<file path="src/rtl/image_stream_reader.sv">
// image_stream_reader: fetches a frame of bytes from data memory and
// streams them out as tagged pixels over a valid/ready port.
//
// Ports:
//   clk, rst_n        clock, asynchronous active-low reset
//   start, abort      frame control; busy high while a frame runs
//   done              one-cycle pulse after the final pixel handshake
//   mem_addr          byte address driven to data memory
//   mem_read_en       one-cycle read strobe per byte
//   mem_rdata         read data, low byte is the pixel
//   pix_data/valid    pixel byte and valid, accepted on pix_ready
//   pix_x, pix_y      column and row of the pixel on the port
//   pix_last          marks the final pixel of the frame
module image_stream_reader #(
  parameter int N          = 32,
  parameter int BASE_ADDR  = 100,
  parameter int NUM_PIXELS = 2500,
  parameter int IMG_W      = 50,
  parameter int MEM_LAT    = 1
) (
  input  logic         clk,
  input  logic         rst_n,
  input  logic         start,
  input  logic         abort,
  output logic         busy,
  output logic         done,
  output logic [N-1:0] mem_addr,
  output logic         mem_read_en,
  input  logic [N-1:0] mem_rdata,
  output logic [7:0]   pix_data,
  output logic         pix_valid,
  input  logic         pix_ready,
  output logic [15:0]  pix_x,
  output logic [15:0]  pix_y,
  output logic         pix_last
);

  localparam int CW = (NUM_PIXELS > 1) ? $clog2(NUM_PIXELS) : 1;
  localparam int LW = (MEM_LAT > 1) ? $clog2(MEM_LAT) : 1;

  localparam logic [CW-1:0] LAST_IDX = CW'(NUM_PIXELS - 1);
  localparam logic [15:0]   X_MAX    = 16'(IMG_W - 1);
  localparam logic [LW-1:0] LAT_INIT = LW'(MEM_LAT - 1);

  typedef enum logic [2:0] {
    S_IDLE,
    S_REQ,
    S_WAIT,
    S_HOLD,
    S_FIN
  } state_t;

  state_t         state_q, state_d;
  logic [CW-1:0]  count_q, count_d;
  logic [LW-1:0]  lat_q, lat_d;
  logic [15:0]    x_q, x_d;
  logic [15:0]    y_q, y_d;
  logic [N-1:0]   mem_addr_q, mem_addr_d;
  logic           mem_read_en_q, mem_read_en_d;
  logic [7:0]     pix_data_q, pix_data_d;
  logic           pix_valid_q, pix_valid_d;
  logic           pix_last_q, pix_last_d;
  logic           busy_q, busy_d;
  logic           done_q, done_d;
  logic [CW-1:0]  count_nx;

  // Only the low byte of the memory word carries pixel data.
  logic unused_rdata;
  assign unused_rdata = ^mem_rdata[N-1:8];

  assign count_nx = count_q + CW'(1);

  always_comb begin
    state_d       = state_q;
    count_d       = count_q;
    lat_d         = lat_q;
    x_d           = x_q;
    y_d           = y_q;
    mem_addr_d    = mem_addr_q;
    mem_read_en_d = 1'b0;
    pix_data_d    = pix_data_q;
    pix_valid_d   = pix_valid_q;
    pix_last_d    = pix_last_q;
    busy_d        = busy_q;
    done_d        = 1'b0;

    unique case (state_q)
      S_IDLE: begin
        if (start) begin
          state_d       = S_REQ;
          busy_d        = 1'b1;
          count_d       = '0;
          x_d           = '0;
          y_d           = '0;
          mem_addr_d    = N'(BASE_ADDR);
          mem_read_en_d = 1'b1;
        end
      end
      S_REQ: begin
        state_d = S_WAIT;
        lat_d   = LAT_INIT;
      end
      S_WAIT: begin
        if (lat_q == '0) begin
          state_d     = S_HOLD;
          pix_data_d  = mem_rdata[7:0];
          pix_valid_d = 1'b1;
          pix_last_d  = (count_q == LAST_IDX);
        end else begin
          lat_d = lat_q - LW'(1);
        end
      end
      S_HOLD: begin
        if (pix_ready) begin
          pix_valid_d = 1'b0;
          pix_last_d  = 1'b0;
          if (count_q == LAST_IDX) begin
            state_d = S_FIN;
            done_d  = 1'b1;
          end else begin
            state_d       = S_REQ;
            count_d       = count_nx;
            mem_addr_d    = N'(BASE_ADDR) + N'(count_nx);
            mem_read_en_d = 1'b1;
            if (x_q == X_MAX) begin
              x_d = '0;
              y_d = y_q + 16'd1;
            end else begin
              x_d = x_q + 16'd1;
            end
          end
        end
      end
      S_FIN: begin
        state_d = S_IDLE;
        busy_d  = 1'b0;
      end
      default: state_d = S_IDLE;
    endcase

    // Abort wins over a same-cycle handshake; the pixel is dropped.
    if (abort && (state_q != S_IDLE)) begin
      state_d       = S_IDLE;
      busy_d        = 1'b0;
      pix_valid_d   = 1'b0;
      pix_last_d    = 1'b0;
      mem_read_en_d = 1'b0;
      done_d        = 1'b0;
    end
  end

  always_ff @(posedge clk or negedge rst_n) begin
    if (!rst_n) begin
      state_q       <= S_IDLE;
      count_q       <= '0;
      lat_q         <= '0;
      x_q           <= '0;
      y_q           <= '0;
      mem_addr_q    <= '0;
      mem_read_en_q <= 1'b0;
      pix_data_q    <= '0;
      pix_valid_q   <= 1'b0;
      pix_last_q    <= 1'b0;
      busy_q        <= 1'b0;
      done_q        <= 1'b0;
    end else begin
      state_q       <= state_d;
      count_q       <= count_d;
      lat_q         <= lat_d;
      x_q           <= x_d;
      y_q           <= y_d;
      mem_addr_q    <= mem_addr_d;
      mem_read_en_q <= mem_read_en_d;
      pix_data_q    <= pix_data_d;
      pix_valid_q   <= pix_valid_d;
      pix_last_q    <= pix_last_d;
      busy_q        <= busy_d;
      done_q        <= done_d;
    end
  end

  assign busy        = busy_q;
  assign done        = done_q;
  assign mem_addr    = mem_addr_q;
  assign mem_read_en = mem_read_en_q;
  assign pix_data    = pix_data_q;
  assign pix_valid   = pix_valid_q;
  assign pix_x       = x_q;
  assign pix_y       = y_q;
  assign pix_last    = pix_last_q;

endmodule

</file>
<file path="config.mk">
export PLATFORM = sky130hd
export DESIGN_NAME = image_stream_reader
export DESIGN_NICKNAME = d
export VERILOG_FILES = /design/src/rtl/image_stream_reader.sv
export SDC_FILE = /design/constraint.sdc
export NUM_CORES = 1
export LEC_CHECK = 0
export ABC_AREA = 1
export CORE_ASPECT_RATIO = 1.2
export CORE_MARGIN = 8
export CORE_UTILIZATION = 36
export CTS_CLUSTER_DIAMETER = 60
export CTS_CLUSTER_SIZE = 16
export DETAILED_ROUTE_END_ITERATION = 16
export GPL_TIMING_DRIVEN = 0
export PLACE_DENSITY = 0.7
export SYNTH_ARGS = -nofsm -noshare
export SYNTH_HDL_FRONTEND = slang
export SYNTH_SLANG_ARGS = --single-unit
</file>
<file path="constraint.sdc">
create_clock -name clk -period 2.7 [get_ports clk]
set_input_delay 0.405 -clock clk [delete_from_list [all_inputs] [get_ports clk]]
set_output_delay 0.405 -clock clk [all_outputs]
set_load 0.005 [all_outputs]
</file>
==> out/results.txt, run 1 <==
Drt pass-1 iters - 5
Vias in the first global route - 3,851
CP max-delay cell - dfrtp_1
Setup violators final - 0
Antenna diodes - 0
CTS tree - yes
CP max FO - 10
Ys Warns - 0
Post-synthesis cell type count - 39
Post-route cell area - 0.00539 mm²
RSZ-0062 raised after global routing - no
Most common cell after layout, fill and taps aside - nand2_1
Die ar. - 0.0152 mm²
Initial Util - 36.3%
FILL cells - 1,136
Largest net degree at the start of global routing - 39
Worst-skew pair later-pin latency - 320 ps
Placement Cell Area - 0.00511 mm²
1st-iter DRT viols - 272
Critical Path Most Common Cell - inv_1
Total grt overflow - 0
Clock Skew - 4.15 ps
Post-Route WL - 11.0 mm
Gates resized, CTS repair - 0
Most frequent cells in the layout - nand2_1, dfrtp_1, clkdlybuf4s50_1, nor2_1, inv_1
Setup Buffers After CTS - 0
Worst Path Arrival - 2370 ps
Status - completed
DR DRC count - 0
Io pins - 114
Vias - 3,809
Mapped Avg Cell Area - 7.46 µm²
Share of synthesized area spent on multiplexers - 0%
Area grow syn2layout - 30.6%
Synth Area in Compound Gates - 7.92%
Hold-fix buffers, CTS - 0
PD cells - 635 mW/mm²
GP Congestion - 0.910
Multi-input logic area - 0.00198 mm²
Gr usage total - 15.1%
Least-Margin Pin Slew - 713 ps
Hold Fails Final Rpt - 0
Reg area - 0.00178 mm²
Slew HR - 52.2%
CTS clock-pin slew for the worst setup and hold paths - 60 ps
Synthesized cell area - 0.00412 mm²
Leak Pwr - 2.45 nW
Adder-Cell Fraction of Synth Area - 1.52%
HPWL Detailed - 8.25 mm
DR WL/cell - 13.5 µm
DR vias/cell - 4.68
Simple-gate portion of the synthesized area - 32.5%
Die height - 133 µm
Cell row count - 43
H-tree depth reported by CTS - 3
Hold/Removal Path Class - input port to async pin
Seq/Total Area, Yosys - 43.1%
# nets final - 695
Port Buffer Count - 70
Post-synthesis register bit count - 71
Initial antenna violation count - 0
Total CTS buffers - 9
WS Path Type - flop to flop
Root Driver - clkbuf_16
Largest stage delay, worst path - 470 ps
Worst hold slack - 25.2 ps
DIE WIDTH - 114 µm
Max Buffers Root-to-Sink - 2
Cell count after synthesis - 553
CP required - 2910 ps
Crit-path cells - ha_1 -> inv_1 -> nor3_1 -> nand4_2 -> nand3_2 -> nand2_4 -> buf_2 -> o21ai_0 -> inv_1
Setup crit start kind - flop
Max_cap viols - 0
Fmax - 465 MHz
First-pass GRT wire length - 18.7 mm
Final period util - 79.7%
Core box area - 0.0114 mm²
Clk sink count - 71
Final Max Tran Viols - 0
Final min period - 2150 ps
Worst setup EP type - flop
Final ANT Viol Nets - 0
Xor/xnor share of the synthesized area - 4.25%
Share of layout cells above drive strength 1 - 9.44%
Peak VDD IR - 0.334 mV
Combinational family with the most area after synthesis - simple AND/OR/NAND/NOR gates
==> synthesized netlist by cell type (all sizes together) <==
| cell | count | share of area (%) |
|---|---|---|
| a211o | 1 | 0.21 |
| a21oi | 12 | 1.5 |
| a31oi | 1 | 0.15 |
| buf | 29 | 5.2 |
| clkbuf | 3 | 0.33 |
| clkinv | 1 | 0.091 |
| conb | 1 | 0.091 |
| dfrtp | 71 | 43 |
| ha | 5 | 1.5 |
| inv | 55 | 5.0 |
| nand2 | 176 | 16 |
| nand3 | 38 | 4.9 |
| nand3b | 1 | 0.18 |
| nand4 | 16 | 2.6 |
| nor2 | 61 | 6.0 |
| nor3 | 12 | 1.7 |
| nor3b | 1 | 0.18 |
| nor4 | 4 | 0.61 |
| o21ai | 32 | 4.2 |
| o21bai | 2 | 0.36 |
| o22a | 1 | 0.21 |
| o22ai | 9 | 1.4 |
| or2 | 1 | 0.15 |
| xnor2 | 5 | 1.1 |
| xor2 | 15 | 3.2 |
==> per-layer routing <==
layer	vias to the layer above	global-route usage, %	wire length [µm]
met5	-	0	0
met4	0	6.45	161
met3	14	4.98	799
met2	120	23.8	5160
met1	1722	18.5	4880
li1	1953	-	-
==> registers in the layout (all words and copies together), names as in the netlist, 3 cells and up <==
register	flops
count_q	12
mem_addr	11
pix_data	8
pix_x	16
pix_y	16
state_q	3
==> final timing paths <==
kind	start	to	slack [ps]	cells after the start
max in group asynchronous	rst_n	pix_data[2]	2120	2
setup / recovery	count_q[0]	mem_addr[6]	550	9
min in group clk	pix_data[3]	pix_data[3]	470	2
setup reg to reg	count_q[0]	mem_addr[6]	550	9
hold reg to reg	pix_data[3]	pix_data[3]	470	2
hold / removal	rst_n	pix_x[6]	30	1
==> area by class of cell <==
cell class / count / area share [%]
clock inverters: 5 / 0.929
clock buffers: 10 / 4.25
plain buffers: 32 / 4.25
repair buffers: 71 / 13.3
multi-input cells: 412 / 36.7
well taps: 157 / 3.65
inverters: 56 / 3.90
flip-flops and latches: 71 / 33.0
==> through the flow <==
stage          cells  util (%)  setup TNS (ps)  worst slack (ps)  power [mW]
3_3_place_gp     798      44.8          -93730             -1320        2.29
4_1_cts          814      47.4               0               577        3.49
3_5_place_dp     799      45.0               0               621        2.33
6_report         814      47.4               0               548        3.42
5_1_grt          814      47.4               0               326        3.65
2_1_floorplan    571         -               0              1030        1.86
==> report_power, final <==
group          internal [mW]  switching, mW
logic                  0.416          0.597
registers               1.18         0.0970
clock network          0.703          0.424
total                   2.30           1.12
==> critical path, delay by kind of cell, from the launching register on <==
kind | cells | cell delay [ps]
simple gates | 4 | 850
flops | 1 | 470
buf+inv | 3 | 350
fa+ha+maj | 1 | 200
compound gates | 1 | 170
==> kinds of logic after synthesis <==
kind of cell	Yosys count
adders and majority gates	5
buffers and inverters	88
xor gates and xnor gates	20
other	1
DFF	71
AOI/OAI and AO/OA	58
and+or+nand+nor	310
Note: power is estimated with default switching activity, not from simulation.
==> run 2: changes to the inputs <==
--- a/config.mk
+++ b/config.mk
@@ -13,7 +13,7 @@
 export CTS_CLUSTER_SIZE = 16
 export DETAILED_ROUTE_END_ITERATION = 16
 export GPL_TIMING_DRIVEN = 0
-export PLACE_DENSITY = 0.7
+export PLACE_DENSITY = 0.72
 export SYNTH_ARGS = -nofsm -noshare
 export SYNTH_HDL_FRONTEND = slang
 export SYNTH_SLANG_ARGS = --single-unit
==> constraint.sdc (replaced) <==
create_clock -name clk -period 1.9 [get_ports clk]
set_input_delay 0.285 -clock clk [delete_from_list [all_inputs] [get_ports clk]]
set_output_delay 0.285 -clock clk [all_outputs]
set_load 0.005 [all_outputs]
==> run 2 against run 1 <==
First-iteration DRC count is 5.9% lower. Critical endpoint is now mem_addr[11]. Fmax rose by 13%. Sequential power up 42%. Largest power group unchanged. Highest routed layer unchanged. Sequential cell count unchanged. Largest cell class unchanged.
==> out/results.txt, run 2 (synthesis gave the netlist of run 1 again) <==
Status - completed
Hold/Removal Path Class - flop to flop
Final core occ - 48.8%
Most frequent cells in the layout - nand2_1, clkdlybuf4s50_1, dfrtp_1, nor2_1, inv_1
Area grow syn2layout - 34.5%
Final period util - 99.9%
Core box area - 0.0114 mm²
Die height - 133 µm
Worst reg2reg setup slack - 2 ps
Leak Pwr - 2.49 nW
Max_cap viols - 0
Peak VDD IR - 0.635 mV
HPWL Detailed - 8.08 mm
RSZ-0062 raised after global routing - yes
DR DRC count - 0
Worst-skew pair later-pin latency - 340 ps
Slew HR - 61.7%
End of the worst hold path - pix_data[1]
DR WL/cell - 13.5 µm
Largest net degree at the start of global routing - 72
Cell row count - 43
Least-Margin Pin Slew - 575 ps
DR vias/cell - 4.78
Crit. Startpoint - count_q[0]
Initial antenna violation count - 0
Port Buffer Count - 70
DIE WIDTH - 114 µm
Total grt overflow - 0
Critical Path Most Common Cell - nand2_1
Io pins - 114
CTS tree - yes
Final non-filler cell total - 824
Vias - 3,942
Worst Path Arrival - 2120 ps
Most common cell after layout, fill and taps aside - nand2_1
Setup crit start kind - flop
R2r worst-path depth - 12
WS Path Type - flop to flop
Hold Fails Final Rpt - 0
First-pass GRT wire length - 18.5 mm
Antenna diodes - 0
Fmax - 527 MHz
Largest stage delay, worst path - 400 ps
Share of layout cells above drive strength 1 - 12.7%
Crit-path cells - ha_1 -> nand2_2 -> nor2_2 -> nand2_1 -> nand2_1 -> nand2_1 -> nand3_2 -> nand2_1 -> nor2_1 -> nand2_1 -> nand3_1 -> nand2_1
Worst Hold Depth - 2
Root Driver - clkbuf_16
H-tree depth reported by CTS - 3
# nets final - 704
CP max FO - 5
CP required - 2120 ps
Clock Skew - 7.95 ps
Critical path depth - 12
Total CTS buffers - 9
Die ar. - 0.0152 mm²
Setup violators final - 0
Hold path start - pix_data[1]
Final min period - 1900 ps
Worst setup EP type - flop
PnR Total Power - 4.95 mW
Clk sink count - 71
Initial Util - 36.3%
CP top delay family - simple AND/OR/NAND/NOR gates
Final Max Tran Viols - 0
Max Buffers Root-to-Sink - 2
GP Congestion - 0.899
Buffers and inverters on the worst path - 0
# placed instances - 799
Drt pass-1 iters - 4
PD cells - 893 mW/mm²
Vias in the first global route - 3,834
CP max-delay cell - dfrtp_2
1st-iter DRT viols - 256
CTS clock-pin slew for the worst setup and hold paths - 60 ps
Final ANT Viol Nets - 0
Post-Route WL - 11.2 mm
Reg2reg end - mem_addr[11]
Worst hold slack - 469 ps
Gr usage total - 15.0%
Reg2reg start - count_q[0]
-- run 2: timing repair --
| action | 4_1_cts | 5_1_grt |
|---|---|---|
| hold buffers | 1 | 0 |
| resized for setup | 5 | 19 |
| hold endpoints to repair | 71 | 0 |
| setup buffers | 1 | 7 |
| pin swaps | 1 | 2 |
| endpoints found under the setup margin | 56 | 51 |
-- run 2: routing by layer --
metal,global-route usage (%),vias to the layer above,wire length (µm)
li1,-,1967,-
met1,17.5,1835,4810
met2,25.2,128,5440
met3,4.89,12,790
met4,5.27,0,119
met5,0,-,0
-- run 2: report_power, final --
group	leakage [nW]	switching, mW	total (mW)	internal [mW]
logic	1.40	0.897	1.57	0.671
registers	0.951	0.128	1.82	1.69
clock network	0.136	0.620	1.57	0.951
total	2.49	1.65	4.95	3.31
-- run 2: metrics by stage --
stage	cell area [µm²]	setup WS, ps	setup TNS, ps
finish	5550	2.33	0
global route	5550	-166	-236
CTS	5420	-3.65	-3.65
detailed placement	5110	-229	-6270
global placement	5090	-1930	-142750
floorplan	4190	233	0
-- run 2: cell type report --
cell class / instances / area, µm²
sequential: 71 / 1780
clock buffer: 13 / 260
timing repair buffer: 80 / 796
multi-input combinational: 412 / 2050
inverter: 56 / 215
fill: 1094 / 5810
clock inverter: 3 / 17.5
tap: 157 / 196
buffer: 32 / 231
-- run 2: worst max path at each step --
stage,end,slack (ps)
after global routing,mem_addr[11],-170
after detailed placement,mem_addr[6],-230
after CTS,mem_addr[11],-4
final,mem_addr[11],2
after global placement,pix_data[4],-1930
after floorplan,mem_addr[10],230
-- run 2: worst register-to-register path, cell delays in order, from the launching register on --
cell	delay, ps
dfrtp_2	400
ha_1	230
nand2_2	120
nor2_2	200
nand2_1	80
nand2_1	70
nand2_1	140
nand3_2	150
nand2_1	100
nor2_1	90
nand2_1	60
nand3_1	100
nand2_1	50
